### src/rtl/alu_sys_pkg.sv
// Shared definitions for the ALU command path: frame command bytes,
// controller state encoding, timeout result and ALU function codes.
package alu_sys_pkg;

   // First byte of a frame selects the command.
   localparam logic [7:0]  CMD_ALU_FULL   = 8'hCC;  // CC, A, B, FUN
   localparam logic [7:0]  CMD_ALU_REUSE  = 8'hDD;  // DD, FUN (reuse stored A/B)

   // Result returned when the ALU never raises OUT_VALID.
   localparam logic [15:0] TIMEOUT_RESULT = 16'hFFFF;

   // Controller states, in frame order.
   typedef enum logic [3:0] {
      ST_IDLE     = 4'd0,
      ST_GET_A    = 4'd1,
      ST_GET_B    = 4'd2,
      ST_GET_FUN  = 4'd3,
      ST_GATE     = 4'd4,
      ST_RUN      = 4'd5,
      ST_WAIT_RES = 4'd6,
      ST_SEND_LO  = 4'd7,
      ST_SEND_HI  = 4'd8
   } ctrl_state_e;

   // ALU function codes understood by ALU_Top.
   typedef enum logic [3:0] {
      FUN_ADD    = 4'b0000,
      FUN_SUB    = 4'b0001,
      FUN_MUL    = 4'b0010,
      FUN_DIV    = 4'b0011,
      FUN_AND    = 4'b0100,
      FUN_OR     = 4'b0101,
      FUN_NAND   = 4'b0110,
      FUN_NOR    = 4'b0111,
      FUN_XOR    = 4'b1000,
      FUN_XNOR   = 4'b1001,
      FUN_CMP_EQ = 4'b1010,
      FUN_CMP_GT = 4'b1011,
      FUN_CMP_LT = 4'b1100,
      FUN_SHR    = 4'b1101,
      FUN_SHL    = 4'b1110,
      FUN_NOP    = 4'b1111
   } alu_fun_e;

endpackage

### src/rtl/alu_result_serializer.sv
// Holds the captured ALU result and presents it to the UART TX path as
// two bytes, low byte first, with a valid/busy handshake.
module alu_result_serializer
   import alu_sys_pkg::*;
#(
   parameter int DATA_WIDTH = 8,
   parameter int OUT_WIDTH  = 16
) (
   input  logic                  clk,
   input  logic                  srst,
   input  logic                  load,
   input  logic [OUT_WIDTH-1:0]  load_data,
   input  logic                  send_lo,
   input  logic                  send_hi,
   input  logic                  tx_busy,
   output logic [DATA_WIDTH-1:0] tx_p_data,
   output logic                  tx_d_vld,
   output logic                  tx_accept
);

   localparam int NUM_BYTES = OUT_WIDTH / DATA_WIDTH;

   logic [OUT_WIDTH-1:0]  result_reg;
   logic [DATA_WIDTH-1:0] result_byte [NUM_BYTES];

   // Result register: loaded once per operation, held while both bytes go out.
   always_ff @(posedge clk) begin
      if (srst) begin
         result_reg <= '0;
      end else if (load) begin
         result_reg <= load_data;
      end
   end

   // Split the result into byte lanes, lane 0 being the least significant.
   generate
      for (genvar gi = 0; gi < NUM_BYTES; gi++) begin : g_byte_lane
         assign result_byte[gi] = result_reg[gi*DATA_WIDTH +: DATA_WIDTH];
      end
   endgenerate

   // Data and valid follow the controller state, so they stay stable for as
   // long as the controller sits in a send state waiting for acceptance.
   always_comb begin
      tx_p_data = '0;
      if (send_hi) begin
         tx_p_data = result_byte[1];
      end else if (send_lo) begin
         tx_p_data = result_byte[0];
      end
   end

   assign tx_d_vld  = send_lo | send_hi;
   // A byte is taken at the edge where it is offered and TX is not busy.
   assign tx_accept = tx_d_vld & ~tx_busy;

endmodule

### src/rtl/alu_cmd_ctrl.sv
// Command controller in front of ALU_Top: parses RX frames, sequences the
// ALU clock gate and start pulse, captures the result (or a timeout marker)
// and returns it over UART TX as two bytes.
module alu_cmd_ctrl
   import alu_sys_pkg::*;
#(
   parameter int DATA_WIDTH    = 8,
   parameter int OUT_WIDTH     = 16,
   parameter int ALU_FUN_WIDTH = 4,
   parameter int TIMEOUT       = 8
) (
   input  logic                     CLK,
   input  logic                     RST,
   input  logic [DATA_WIDTH-1:0]    RX_P_DATA,
   input  logic                     RX_D_VLD,
   input  logic [OUT_WIDTH-1:0]     ALU_OUT,
   input  logic                     OUT_VALID,
   input  logic                     TX_BUSY,
   output logic [DATA_WIDTH-1:0]    A,
   output logic [DATA_WIDTH-1:0]    B,
   output logic [ALU_FUN_WIDTH-1:0] ALU_FUN,
   output logic                     ALU_EN,
   output logic                     CLK_GATE_EN,
   output logic [DATA_WIDTH-1:0]    TX_P_DATA,
   output logic                     TX_D_VLD,
   output logic                     RX_DROP
);

   localparam int CNT_W = $clog2(TIMEOUT + 1);

   ctrl_state_e               state_reg, state_next;
   logic [CNT_W-1:0]          wait_cnt_reg;
   logic [DATA_WIDTH-1:0]     a_reg, b_reg;
   logic [ALU_FUN_WIDTH-1:0]  fun_reg;

   logic                      alu_en_next;
   logic                      gate_en_next;
   logic                      rx_drop_next;
   logic                      res_load;
   logic [OUT_WIDTH-1:0]      res_data;
   logic                      send_lo, send_hi;
   logic                      tx_accept;

   // State register.
   always_ff @(posedge CLK) begin
      if (RST) begin
         state_reg <= ST_IDLE;
      end else begin
         state_reg <= state_next;
      end
   end

   // Next-state and control decode; the clock gate covers GATE, RUN and
   // WAIT_RES so the gated ALU clock is already running when ALU_EN arrives.
   always_comb begin
      state_next   = state_reg;
      alu_en_next  = 1'b0;
      gate_en_next = 1'b0;
      rx_drop_next = 1'b0;
      res_load     = 1'b0;
      res_data     = ALU_OUT;
      send_lo      = 1'b0;
      send_hi      = 1'b0;
      case (state_reg)
         ST_IDLE: begin
            if (RX_D_VLD) begin
               if (RX_P_DATA == DATA_WIDTH'(CMD_ALU_FULL)) begin
                  state_next = ST_GET_A;
               end else if (RX_P_DATA == DATA_WIDTH'(CMD_ALU_REUSE)) begin
                  state_next = ST_GET_FUN;
               end
            end
         end
         ST_GET_A: begin
            if (RX_D_VLD) state_next = ST_GET_B;
         end
         ST_GET_B: begin
            if (RX_D_VLD) state_next = ST_GET_FUN;
         end
         ST_GET_FUN: begin
            if (RX_D_VLD) state_next = ST_GATE;
         end
         ST_GATE: begin
            gate_en_next = 1'b1;
            rx_drop_next = RX_D_VLD;
            state_next   = ST_RUN;
         end
         ST_RUN: begin
            gate_en_next = 1'b1;
            alu_en_next  = 1'b1;
            rx_drop_next = RX_D_VLD;
            state_next   = ST_WAIT_RES;
         end
         ST_WAIT_RES: begin
            gate_en_next = 1'b1;
            rx_drop_next = RX_D_VLD;
            if (OUT_VALID) begin
               res_load   = 1'b1;
               state_next = ST_SEND_LO;
            end else if (wait_cnt_reg == CNT_W'(TIMEOUT - 1)) begin
               res_load   = 1'b1;
               res_data   = OUT_WIDTH'(TIMEOUT_RESULT);
               state_next = ST_SEND_LO;
            end
         end
         ST_SEND_LO: begin
            send_lo      = 1'b1;
            rx_drop_next = RX_D_VLD;
            if (tx_accept) state_next = ST_SEND_HI;
         end
         ST_SEND_HI: begin
            send_hi      = 1'b1;
            rx_drop_next = RX_D_VLD;
            if (tx_accept) state_next = ST_IDLE;
         end
         default: begin
            state_next = ST_IDLE;
         end
      endcase
   end

   // Result wait counter: runs only while waiting for OUT_VALID.
   always_ff @(posedge CLK) begin
      if (RST || state_reg != ST_WAIT_RES) begin
         wait_cnt_reg <= '0;
      end else begin
         wait_cnt_reg <= wait_cnt_reg + 1'b1;
      end
   end

   // Operand capture: each field register loads only on its own frame byte.
   always_ff @(posedge CLK) begin
      if (RST) begin
         a_reg   <= '0;
         b_reg   <= '0;
         fun_reg <= '0;
      end else if (RX_D_VLD) begin
         case (state_reg)
            ST_GET_A:   a_reg   <= RX_P_DATA;
            ST_GET_B:   b_reg   <= RX_P_DATA;
            ST_GET_FUN: fun_reg <= RX_P_DATA[ALU_FUN_WIDTH-1:0];
            default: ;
         endcase
      end
   end

   alu_result_serializer #(
      .DATA_WIDTH (DATA_WIDTH),
      .OUT_WIDTH  (OUT_WIDTH)
   ) u_serializer (
      .clk       (CLK),
      .srst      (RST),
      .load      (res_load),
      .load_data (res_data),
      .send_lo   (send_lo),
      .send_hi   (send_hi),
      .tx_busy   (TX_BUSY),
      .tx_p_data (TX_P_DATA),
      .tx_d_vld  (TX_D_VLD),
      .tx_accept (tx_accept)
   );

   assign A           = a_reg;
   assign B           = b_reg;
   assign ALU_FUN     = fun_reg;
   assign ALU_EN      = alu_en_next;
   assign CLK_GATE_EN = gate_en_next;
   assign RX_DROP     = rx_drop_next;

endmodule

### config.mk
export PLATFORM = sky130hd
export DESIGN_NAME = alu_cmd_ctrl
export DESIGN_NICKNAME = d
export VERILOG_FILES = /design/src/rtl/alu_sys_pkg.sv /design/src/rtl/alu_result_serializer.sv /design/src/rtl/alu_cmd_ctrl.sv
export SDC_FILE = /design/constraint.sdc
export NUM_CORES = 1
export LEC_CHECK = 0
export CAP_MARGIN = 20
export CORE_AREA = 5 5 72 80
export CTS_CLUSTER_SIZE = 14
export DETAILED_ROUTE_END_ITERATION = 6
export DIE_AREA = 0 0 77 85
export PLACE_DENSITY = 0.74
export SLEW_MARGIN = 20
export SYNTH_ARGS = -nofsm -noshare
export SYNTH_HDL_FRONTEND = slang
export SYNTH_SLANG_ARGS = --single-unit
### constraint.sdc
create_clock -name CLK -period 2.1 [get_ports CLK]
set_input_delay 0.42 -clock CLK [delete_from_list [all_inputs] [get_ports CLK]]
set_output_delay 0.42 -clock CLK [all_outputs]
set_load 0.01 [all_outputs]
# Word-level counts from Yosys, hierarchy flattened

Index checks and enable logic that the tools add are counted.

Add/subtract/negate cells: 1
Equal/unequal tests: 20
Mux-type cells: 24
Bitwise logic cells: 3
Reduce and logical (&&, ||, !) cells: 8

Operators by type and width:

| cell                                                                     | count |
|---|---|
| 16-bit 2-to-1 mux                                                        | 3 |
| 4-bit 2-to-1 mux                                                         | 10 |
| 4-bit case mux with 9 select lines                                       | 1 |
| 4-bit by 3-bit equality test with 1-bit output (second input constant)   | 5 |
| 8-bit equality test (second input constant)                              | 2 |
| 8-bit 2-to-1 mux                                                         | 2 |
| 2-bit inequality test (second input constant)                            | 6 |
| 4-bit by 2-bit equality test with 1-bit output (second input constant)   | 2 |
| 1-bit 2-to-1 mux                                                         | 8 |
| 8-bit AND reduction                                                      | 1 |
| 3-bit inequality test (second input constant)                            | 2 |
| 2-bit AND reduction                                                      | 3 |
| 5-bit OR reduction                                                       | 1 |
| 4-bit by 1-bit adder with 4-bit output (second input constant)           | 1 |
| 4-bit by 1-bit equality test with 1-bit output (second input constant)   | 1 |
| 4-bit equality test (second input constant)                              | 1 |
| 4-bit zero test                                                          | 1 |
| 4-bit by 3-bit inequality test with 1-bit output (second input constant) | 1 |
| 3-bit OR reduction                                                       | 1 |
| 1-bit AND                                                                | 1 |
| 1-bit logical OR                                                         | 1 |
| 1-bit inverter                                                           | 1 |
| 1-bit OR                                                                 | 1 |

Register bits: 44
Bits of input ports: 29
Output and inout port bits: 32

# Longest topological paths before layout

Word-level depth: 6
Gate-level depth with buffers: 6
Gate-level depth less buffers: 5

# By module

Synthesis repeated with hierarchy kept, for this count alone.

Cells, all modules: 230
Area, all modules: 2,097.0 sq um

By module, submodules not included:

| module                | times used | cells an instance | area an instance (sq um) | sequential area each (sq um) |
|---|---|---|---|---|
| alu_cmd_ctrl          | 1          | 150               | 1,386.3                  | 560.5 |
| alu_result_serializer | 1          | 80                | 710.7                    | 320.3 |

# Worst setup path before layout

Ideal clock, no wire load.

Path kind: reg-to-output
Start: reg state_reg[1]
End: out TX_P_DATA[0]
Arrival: 1.332 ns
Path slack: 0.348 ns
Stages on the path, launching flop included: 4
Path buffers: 1
Cells stage by stage: dfxtp_1 > buf_2 > nor4b_2 > a22o_1

Word-level cells in the longest chain between the ends: 4
Elaborated cells between the ends (all ways): 6

Ends and longest elaborated chain:

| what                                           | RTL line                    | source |
|---|---|---|
| from (decl)                                    | alu_cmd_ctrl.sv:31          | `ctrl_state_e state_reg, state_next;` |
| from (signal assigned)                         | alu_cmd_ctrl.sv:49          | `state_reg <= state_next;` |
| 4-bit by 3-bit equality test with 1-bit output | alu_cmd_ctrl.sv:64          | `case (state_reg)` |
| 1-bit 2-to-1 mux                               | alu_cmd_ctrl.sv:64          |  |
| 8-bit 2-to-1 mux                               | alu_result_serializer.sv:48 | `end else if (send_lo) begin` |
| 8-bit 2-to-1 mux *                             | alu_result_serializer.sv:46 | `if (send_hi) begin` |
| to (decl)                                      | alu_cmd_ctrl.sv:24          | `output logic [DATA_WIDTH-1:0] TX_P_DATA,` |

Every way passes the cells marked *; elsewhere a longest branch is shown, timed or not.

# Final worst setup path

Start: reg state_reg[0]
End: out TX_P_DATA[0]

Same word-level chain as after synthesis.

==> results.yml <==
status:
  outcome: "complete, no violations"
global_route:
  gr-total-overflow: 0
  antenna_found_initial: 0
  grt_pass1_vias: 1594
  grt_max_degree: 24
  grt_pass1_wl_um: 7730
  grt_use_total_pct: 14.2
die:
  floorplan.initialDensity_pct: 38.3
  dieArea_um2: 6550
  die_y_um: 85
  die_w_um: 77
  pin_count: 61
  core_area_um2: 4900
  num_rows: 27
placement:
  gp_congestion: 0.804
  port_buffers: 60
  place_area_um2: 2590
  place.detailed.hpwl_um: 3370
power:
  power_frac_seq_pct: 56.7
  p_per_area_nw_per_um2: 546
  finalPower_mw: 1.47
  peakVddDrop_mv: 0.356
  leakage_nw: 1.09
  clock_power_share_pct: 36.7
  internal_power_mw: 1.16
  combPwrFrac_pct: 6.6
  swShare_pct: 21.0
  p_sw_mw: 0.308
final_layout:
  syn_to_final_growth_pct: 43.5
  antennaDiodeCount: 0
  drive_gt1_share_pct: 19.4
  final_util_pct: 54.9
  largest_register_ff_count: 16
  nets: 276
  design_area_um2: 2690
synthesis:
  synth_nets: 209
  synth_edf_count: 0
  synth.area.top_cells: "dfxtp_1 47%, mux2i_1 11%, o221a_2 9.6%, nor2_1 5.6%, a22o_1 3.7%"
  synth_seq_cells: 44
  ys_types: 41
  syn_avg_cell_area_um2: 10.5
  synthTopCellsByCount: "44 x dfxtp_1, 28 x nor2_1, 20 x mux2i_1"
  ys.flop_type: "dfxtp_1"
  post-synth-top-count-cell: "dfxtp_1"
  yosysTopAreaCell: "dfxtp_1"
  synth_warnings: 0
  synth_top_cell_area_share_pct: 47.0
  ys_seq_area_share_pct: 47.0
  synthesis.area_um2: 1880
  netlist_instances: 179
  synth-async-reset-ratio_pct: 0
timing:
  setup_tns_ns: 0
  final_max_slew_viol_count: 0
  slew_headroom_pct: 56.2
  hold_viol_final: 0
  tightest_slew_ns: 0.657
  min_period_over_period_pct: 93.1
  max_freq_mhz: 511
  setup_viol: 0
  whs_ns: 0.448
  period_needed_ns: 1.96
  skew_ns: 0.00399
  rsz0062_at_grt: "no"
routing:
  num_vias: 1623
  antenna_left: 0
  via_per_inst: 5.32
  wire_per_inst_um: 15.0
  routed_wl_um: 4590
  drc: 0
  first_pass_iters: 4
  drtIter0Drc: 58
clocking:
  cts_tree: "done"
  h-tree-depth: 2
  path_clk_slew_ns: 0.08
  holdBufCountCts: 0
  cts_buffers: 5
  cts_sinks: 44
  clock_latency_ns: 0.29
  cts_buffer_depth: 2
  clockRootBuffer: "clkbuf_8"
setup_path:
  crit_fanout: 7
  start_kind: "flip-flop"
  cp-end-kind: "output pin"
  path_class: "flip-flop to output pin"
  cp.arrival_ns: 1.54
  worstPathRequired_ns: 1.68
job:
  max_cap_viol_count: 0
hold_path:
  min_path_type: "flip-flop to flip-flop"
## worst max-delay path, cell delays in order, from the launching register on
cell and delay, ns:
dfxtp_2 0.36, nor4b_4 0.29, buf_4 0.19, a22o_1 0.14, dlygate4sd2_1 0.27
## final timing paths
check | depth (start not counted) | startpoint | end | slack [ns]
hold / removal | 1 | wait_cnt_reg[0]$_SDFF_PP0_ | wait_cnt_reg[0]$_SDFF_PP0_ | 0.45
hold reg to reg | 1 | wait_cnt_reg[0]$_SDFF_PP0_ | wait_cnt_reg[0]$_SDFF_PP0_ | 0.45
setup reg to reg | 5 | state_reg[3]$_SDFFE_PP0P_ | state_reg[1]$_SDFFE_PP0P_ | 0.45
setup / recovery | 4 | state_reg[0]$_SDFFE_PP0P_ | TX_P_DATA[0] | 0.14
## metrics by stage
step           setup WS [ns]  cells
6_report               0.145    305
5_1_grt               0.0604    305
4_1_cts              0.00445    305
3_5_place_dp          -0.108    296
3_3_place_gp         -0.0814    296
2_1_floorplan          0.348    179
## logic make-up (layout without fill, tap and decap cells)
kind of cell               after synthesis  in the layout  synth area share, %
adders and majority gates                1              1                0.667
and+or+nand+nor                         55             55                 17.3
buffers and inverters                   18             86                 4.27
xor gates and xnor gates                 3              3                 1.40
muxes                                   20             20                 10.7
AOI/OAI and AO/OA                       38             38                 18.7
DFF                                     44             44                 47.0
## repair_timing
| action | in CTS | in global routing |
|---|---|---|
| resized for setup | 12 | 9 |
| setup buffers | 1 | 0 |
| setup endpoints to repair | 11 | 3 |
| pin swaps | 0 | 1 |
## area by class of cell
| type | instances | area, µm² |
|---|---|---|
| flip-flops and latches | 44 | 886 |
| clock buffers | 8 | 90.1 |
| inverters | 4 | 15.0 |
| fillers | 445 | 2210 |
| repair buffers | 74 | 699 |
| multi-input cells | 117 | 928 |
| well taps | 58 | 72.6 |
## metal layers
metal / up-vias / part of all wire, % / track usage [%]
met1: 765 / 46 / 18.2
met5: - / 0 / 0
met4: 0 / 0.76 / 2.81
met3: 4 / 9.3 / 6.69
li1: 797 / - / -
met2: 57 / 44 / 22.1
## power by group through the flow
stage | Clock [mW] | Sequential [mW] | Combinational [mW]
finish | 0.539 | 0.833 | 0.0967
global route | 0.604 | 0.834 | 0.103
CTS | 0.562 | 0.835 | 0.0973
detailed placement | 0 | 0.854 | 0.0964
global placement | 0 | 0.854 | 0.0969
floorplan | 0 | 0.854 | 0.0223
## layout by cell type (no fill, tap or decap), types with 2 or more instances in the layout
cell type,instances
a22o_1,8
buf_4,13
clkbuf_1,2
clkbuf_2,2
clkbuf_8,6
clkdlybuf4s50_1,48
dfxtp_1,42
dlygate4sd2_1,9
inv_1,4
mux2i_1,20
nand2_1,2
nand2b_1,3
nand3b_1,2
nand4b_1,3
nor2_1,28
nor3_1,2
o21a_1,2
o21ai_0,2
o221a_2,16
o311ai_0,2
o31ai_1,2
xor2_1,2
Power figures use the tool's default switching activity.
==> patch 1: new RTL, config.mk and constraints unchanged <==
Set the parameter `TIMEOUT` to 16 (it was 8).
--- a/src/rtl/alu_cmd_ctrl.sv
+++ b/src/rtl/alu_cmd_ctrl.sv
@@ -7,7 +7,7 @@
    parameter int DATA_WIDTH    = 8,
    parameter int OUT_WIDTH     = 16,
    parameter int ALU_FUN_WIDTH = 4,
-   parameter int TIMEOUT       = 8
+   parameter int TIMEOUT       = 16
 ) (
    input  logic                     CLK,
    input  logic                     RST,
Formal check against the unedited RTL: same outputs for any inputs over 10 cycles, from zero or initial values and one cycle with RST high; that may be too few to reach the edited logic, so the function may still have changed.
==> patch 1 against the unedited design <==
- final cell count grew 6.6%
- design area grew 4.9%
- wire length grew 3.7%
- sequential cell count grew 1
- setup slack lost 0.042 ns
- register-to-register slack lost 0.23 ns
- sequential power grew 4.2%
- total power grew 14%
- clock skew grew 0.0041 ns
- synthesized area grew 7.9%
- highest routed layer unchanged
==> patch 1: results (changes against the unedited design) <==
[drt]
firstDrtPassIters=5  ; +1
drt_iter0_drc=62  ; +6.9%
drt_wl_total_um=4757  ; +3.7%
via_count=1649  ; +1.6%

[synth]
synth_fp_nets=229  ; +9.6%
yosys-top-cells-count=dfxtp_1 (45), nor2_1 (37), mux2i_1 (21)
synth-xor-area-share_pct=1.298  ; -0.10 points
synthTopCellsByArea=dfxtp_1 (44%), mux2i_1 (10%), nor2_1 (6.9%)
synth.area.mux_share_pct=10.38  ; -0.29 points
synthAdderAreaFrac_pct=1.236  ; +0.57 points
yosys_warnings=0  ; unchanged
ys_types=44  ; +7.3%
seq_area_frac_synth_pct=44.50  ; -2.5 points
synth_compound_area_share_pct=17.06  ; -1.7 points

[clocking]
cts_resized=24  ; +12
cts_buffer_depth=2  ; unchanged
cts.root.buffer_cell=clkbuf_8
cts_inserted_buffers=5  ; unchanged
clk_pin_slew_ns=0.08  ; about the same
cts-htree-levels=2  ; unchanged
clkLatencyLatePin_ns=0.30
cts_setup_buffers=4  ; +3

[setup_path]
slowest_delay_ns=0.34  ; -0.02 ns
crit_slowest_cell=dfxtp_2
crit_arrival_ns=1.58  ; +0.04 ns
path_delay_family=buffers and inverters
worstPathMaxFanout=3  ; -4

[timing]
setup_tns_ns=0  ; unchanged
worst_pin_slew_ns=0.4379  ; -0.2187 ns
fin_skew_ns=0.008054  ; +0.004063 ns

[global_route]
grt_max_degree=42  ; +75%
track_usage_pct=14.89  ; +0.67 points
grt_antenna_before_repair=0  ; unchanged
grt_pass1_wl_um=8100  ; +4.7%
grt_pass1_vias=1672  ; +4.9%

[finish]
drive_above_1_share_pct=21.72  ; +2.3 points
num-nets-final=297  ; +7.6%
largest_reg_flops=16  ; unchanged

[placed_design]
io_buffer_count=60  ; unchanged
dp_hpwl_um=3329  ; -1.2%
gp_congestion=0.7710  ; -4.1%

[hold_path]
hp-class=reg -> reg

[run_status]
status=completed

[flow_run]
max_cap_violations=0  ; unchanged

[power_and_ir_drop]
p_leak_nw=1.191  ; +9.5%
irDropWorstVdd_mv=0.4232  ; +19%

-- patch 1: changes by cell type in the layout (fill, tap and decap cells not counted), moves of 3 or more --
cell	before	now
nor2_1	28	37
o22ai_2	0	10
o221a_2	16	0
dfxtp_2	1	4
nor2_2	0	10
nor2b_1	0	3
o22ai_1	0	6
-- patch 1: where the power goes --
group          switching, W  leakage, nW  internal, W
logic             0.0000642        0.771    0.0000872
registers        0.00000640        0.365     0.000862
clock network      0.000293       0.0554     0.000357
total              0.000363         1.19      0.00131
-- patch 1: stage by stage --
step | setup WS (ns) | std cells | hold WS, ns | cell area (µm²) | power, W
floorplan | 0.3369 | 198 | 0.4179 | 2024 | 0.0009436
global placement | 0.07480 | 313 | 0.4330 | 2693 | 0.001038
detailed placement | 0.04417 | 313 | 0.4412 | 2693 | 0.001039
CTS | 0.05046 | 325 | 0.4601 | 2820 | 0.001692
global route | 0.009768 | 325 | 0.4967 | 2824 | 0.001748
finish | 0.1029 | 325 | 0.4550 | 2824 | 0.001669
-- patch 1: cell type report --
type                       instances  area [µm²]
tap                               58       72.57
fill                             445        2074
clock buffer                       6       72.57
inverter                           2       7.507
clock inverter                     2       38.79
timing repair buffer              75       705.7
sequential                        45       905.9
multi-input combinational        137        1021
-- patch 1: path summary, 6_finish.rpt --
path,start,to,slack [ns],cells after the start
worst max-delay path,state_reg[3],TX_D_VLD,0.10,6
worst min-delay path,wait_cnt_reg[0],wait_cnt_reg[0],0.46,1
worst max register to register,wait_cnt_reg[0],u_serializer.result_reg[3],0.22,7
worst min register to register,wait_cnt_reg[0],wait_cnt_reg[0],0.46,1
-- patch 1: routing by layer --
metal  vias to the layer above  track usage, %  share of wire, %
li1                        836               -                 -
met4                         0           3.750              0.21
met2                        48           25.02                49
met3                         2           6.688               9.3
met1                       763           17.29                41
met5                         -               0                 0
==> patch 2: new RTL, config.mk and constraints unchanged <==
Made on the original files. Make the reset (`RST` and `srst`) asynchronous in 3 clocked blocks.
--- a/src/rtl/alu_result_serializer.sv
+++ b/src/rtl/alu_result_serializer.sv
@@ -24,7 +24,7 @@
    logic [DATA_WIDTH-1:0] result_byte [NUM_BYTES];
 
    // Result register: loaded once per operation, held while both bytes go out.
-   always_ff @(posedge clk) begin
+   always_ff @(posedge clk or posedge srst) begin
       if (srst) begin
          result_reg <= '0;
       end else if (load) begin
--- a/src/rtl/alu_cmd_ctrl.sv
+++ b/src/rtl/alu_cmd_ctrl.sv
@@ -42,7 +42,7 @@
    logic                      tx_accept;
 
    // State register.
-   always_ff @(posedge CLK) begin
+   always_ff @(posedge CLK or posedge RST) begin
       if (RST) begin
          state_reg <= ST_IDLE;
       end else begin
@@ -129,7 +129,7 @@
    end
 
    // Operand capture: each field register loads only on its own frame byte.
-   always_ff @(posedge CLK) begin
+   always_ff @(posedge CLK or posedge RST) begin
       if (RST) begin
          a_reg   <= '0;
          b_reg   <= '0;
Function: differs if RST is asserted again (counterexample within 4 cycles, from zero or initial values and one cycle with RST high); with RST held inactive, the same outputs for 10 cycles.
==> patch 2 against the unedited design <==
- first-iteration DRC count grew 22%
- sequential share of layout area increased by 6.2 points
- non-clock buffer count grew 9
- synthesized cell count shrank 20%
- sequential cell count did not move
- wire length shrank 0.81%
- synthesized area is 0.13% higher
- setup slack got worse by 0.12 ns
- design area increased by 2.8%
- critical path type unchanged
Power is not compared: it rests on default switching activity, and its combinational part moved more than twofold at a synthesized area within 25%.
==> patch 2: results (changes against the unedited design) <==
[run_status]
status=completed

[synth]
synth_top_cell_area_share_pct=53.30  ; +6.3 points
yosys_warnings=0  ; unchanged
yosys-top-cells-count=dfrtp_1 (40), mux2_2 (20), o22a_1 (17)
synth_async_sr_flop_share_pct=90.91  ; +91 points
ys_types=34  ; -17%
synth_fp_nets=174  ; -17%
synthTopCellsByArea=dfrtp_1 (53%), mux2_2 (12%), o22a_1 (7.9%)
synth.avg_cell_area_um2=13.04  ; +24%
seq_area_frac_synth_pct=57.56  ; +11 points

[setup_path]
cp-startpoint=state_reg[1]
r2r-start=state_reg[2]
worstPathMaxFanout=3  ; -4
path_delay_family=buffers and inverters
crit_slowest_cell=dfrtp_1
crit_arrival_ns=1.66  ; +0.12 ns
slowest_delay_ns=0.42  ; +0.06 ns

[drt]
firstDrtPassIters=4  ; unchanged
drt_wl_total_um=4550  ; -0.81%
via_count=1471  ; -9.4%
drt_iter0_drc=71  ; +22%

[clocking]
cts-htree-levels=2  ; unchanged
cts_inserted_buffers=5  ; unchanged
cts_buffer_depth=2  ; unchanged
clk_pin_slew_ns=0.07
cts.root.buffer_cell=clkbuf_8
clkLatencyLatePin_ns=0.29  ; about the same

[placed_design]
io_buffer_count=60  ; unchanged
gp_congestion=0.7834  ; -2.5%
pre_cts_ws_ns=-0.02958  ; +0.07793 ns
dp_hpwl_um=3218  ; -4.5%
place_inst=271  ; -8.4%

[global_route]
grt_antenna_before_repair=0  ; unchanged
track_usage_pct=14.84  ; +0.62 points
grt_pass1_vias=1634  ; +2.5%
grt_max_degree=41  ; +71%
gr-total-overflow=0  ; unchanged
grt_pass1_wl_um=7769  ; +0.45%

[finish]
antenna_cells=0  ; unchanged
largest_reg_flops=16  ; unchanged
finalNonFillerCells=285  ; -6.6%
num-nets-final=257  ; -6.9%
drive_above_1_share_pct=28.63  ; +9.2 points

[timing]
worst_pin_slew_ns=0.6137  ; -0.04285 ns
fin_skew_ns=0.002899  ; -0.001092 ns

[power_and_ir_drop]
irDropWorstVdd_mv=0.7311
net-switching-power_w=0.001235
p_leak_nw=1.198

[hold_path]
hp-class=reg -> reg
holdCritStartpoint=wait_cnt_reg[0]

==> patch 2: changes by cell type in the layout (fill, tap and decap cells not counted), sizes merged, moves of 4 or more <==
cell           delta
o221a            -16
nor2             -17
dlygate4sd2       -8
mux2i            -20
buf              +15
dfrtp            +40
o22a             +17
dfxtp            -40
clkdlybuf4s15     +4
mux2             +20
==> patch 2: metrics by stage <==
stage | area, µm² | power, W | util, %
floorplan | 1878 | 0.002421 | -
global placement | 2636 | 0.003302 | 53.82
detailed placement | 2636 | 0.003339 | 53.82
CTS | 2750 | 0.003830 | 56.14
global route | 2766 | 0.004112 | 56.48
finish | 2766 | 0.003808 | 56.48
==> patch 2: cell families (layout without fill, tap and decap cells) <==
| family | Yosys count | count (layout) | synth area share, % |
|---|---|---|---|
| AOI/OAI and AO/OA | 36 | 36 | 15.86 |
| xor gates and xnor gates | 3 | 3 | 1.399 |
| adders and majority gates | 1 | 1 | 0.6661 |
| buffers and inverters | 11 | 94 | 2.998 |
| DFF | 44 | 44 | 57.56 |
| muxes | 20 | 20 | 11.99 |
| and+or+nand+nor | 29 | 29 | 9.528 |
==> patch 2: what timing repair did <==
action                     4_1_cts  5_1_grt
resized for setup               35       12
setup buffers                    7        0
gates cloned                     1        0
setup endpoints to repair       12       23
pin swaps                        1        6
hold endpoints to repair         0        0
==> patch 2: layer usage <==
| metal | GRT usage [%] | part of all wire, % |
|---|---|---|
| met1 | 16.94 | 40 |
| met2 | 23.55 | 48 |
| met3 | 7.431 | 9.9 |
| met4 | 6.250 | 2.6 |
| met5 | 0 | 0 |
==> patch 2: worst paths after layout <==
check,to,slack [ns],cells after the start
max in group asynchronous,B[3],1.10,3
worst max register to register,u_serializer.result_reg[7],0.33,6
worst min register to register,wait_cnt_reg[0],0.45,1
worst min-delay path,wait_cnt_reg[0],0.45,1
min in group asynchronous,u_serializer.result_reg[8],0.65,3
worst max-delay path,TX_P_DATA[0],0.02,6
==> patch 2: cell type report <==
type / count / area (µm²)
inverters: 4 / 15.01
clock inverters: 1 / 5.005
multi-input cells: 89 / 770.7
fillers: 447 / 2132
flip-flops and latches: 44 / 1081
clock buffers: 6 / 72.57
well taps: 58 / 72.57
repair buffers: 83 / 749.5
==> patch 2: power by group through the flow <==
| stage | combinational [W] | sequential, W | clock [W] |
|---|---|---|---|
| 4_1_cts | 0.00185 | 0.00147 | 0.000512 |
| 6_report | 0.00185 | 0.00147 | 0.000487 |
| 5_1_grt | 0.00203 | 0.00153 | 0.000549 |
| 3_5_place_dp | 0.00187 | 0.00147 | 0 |
| 2_1_floorplan | 0.000867 | 0.00155 | 0 |
| 3_3_place_gp | 0.00184 | 0.00146 | 0 |
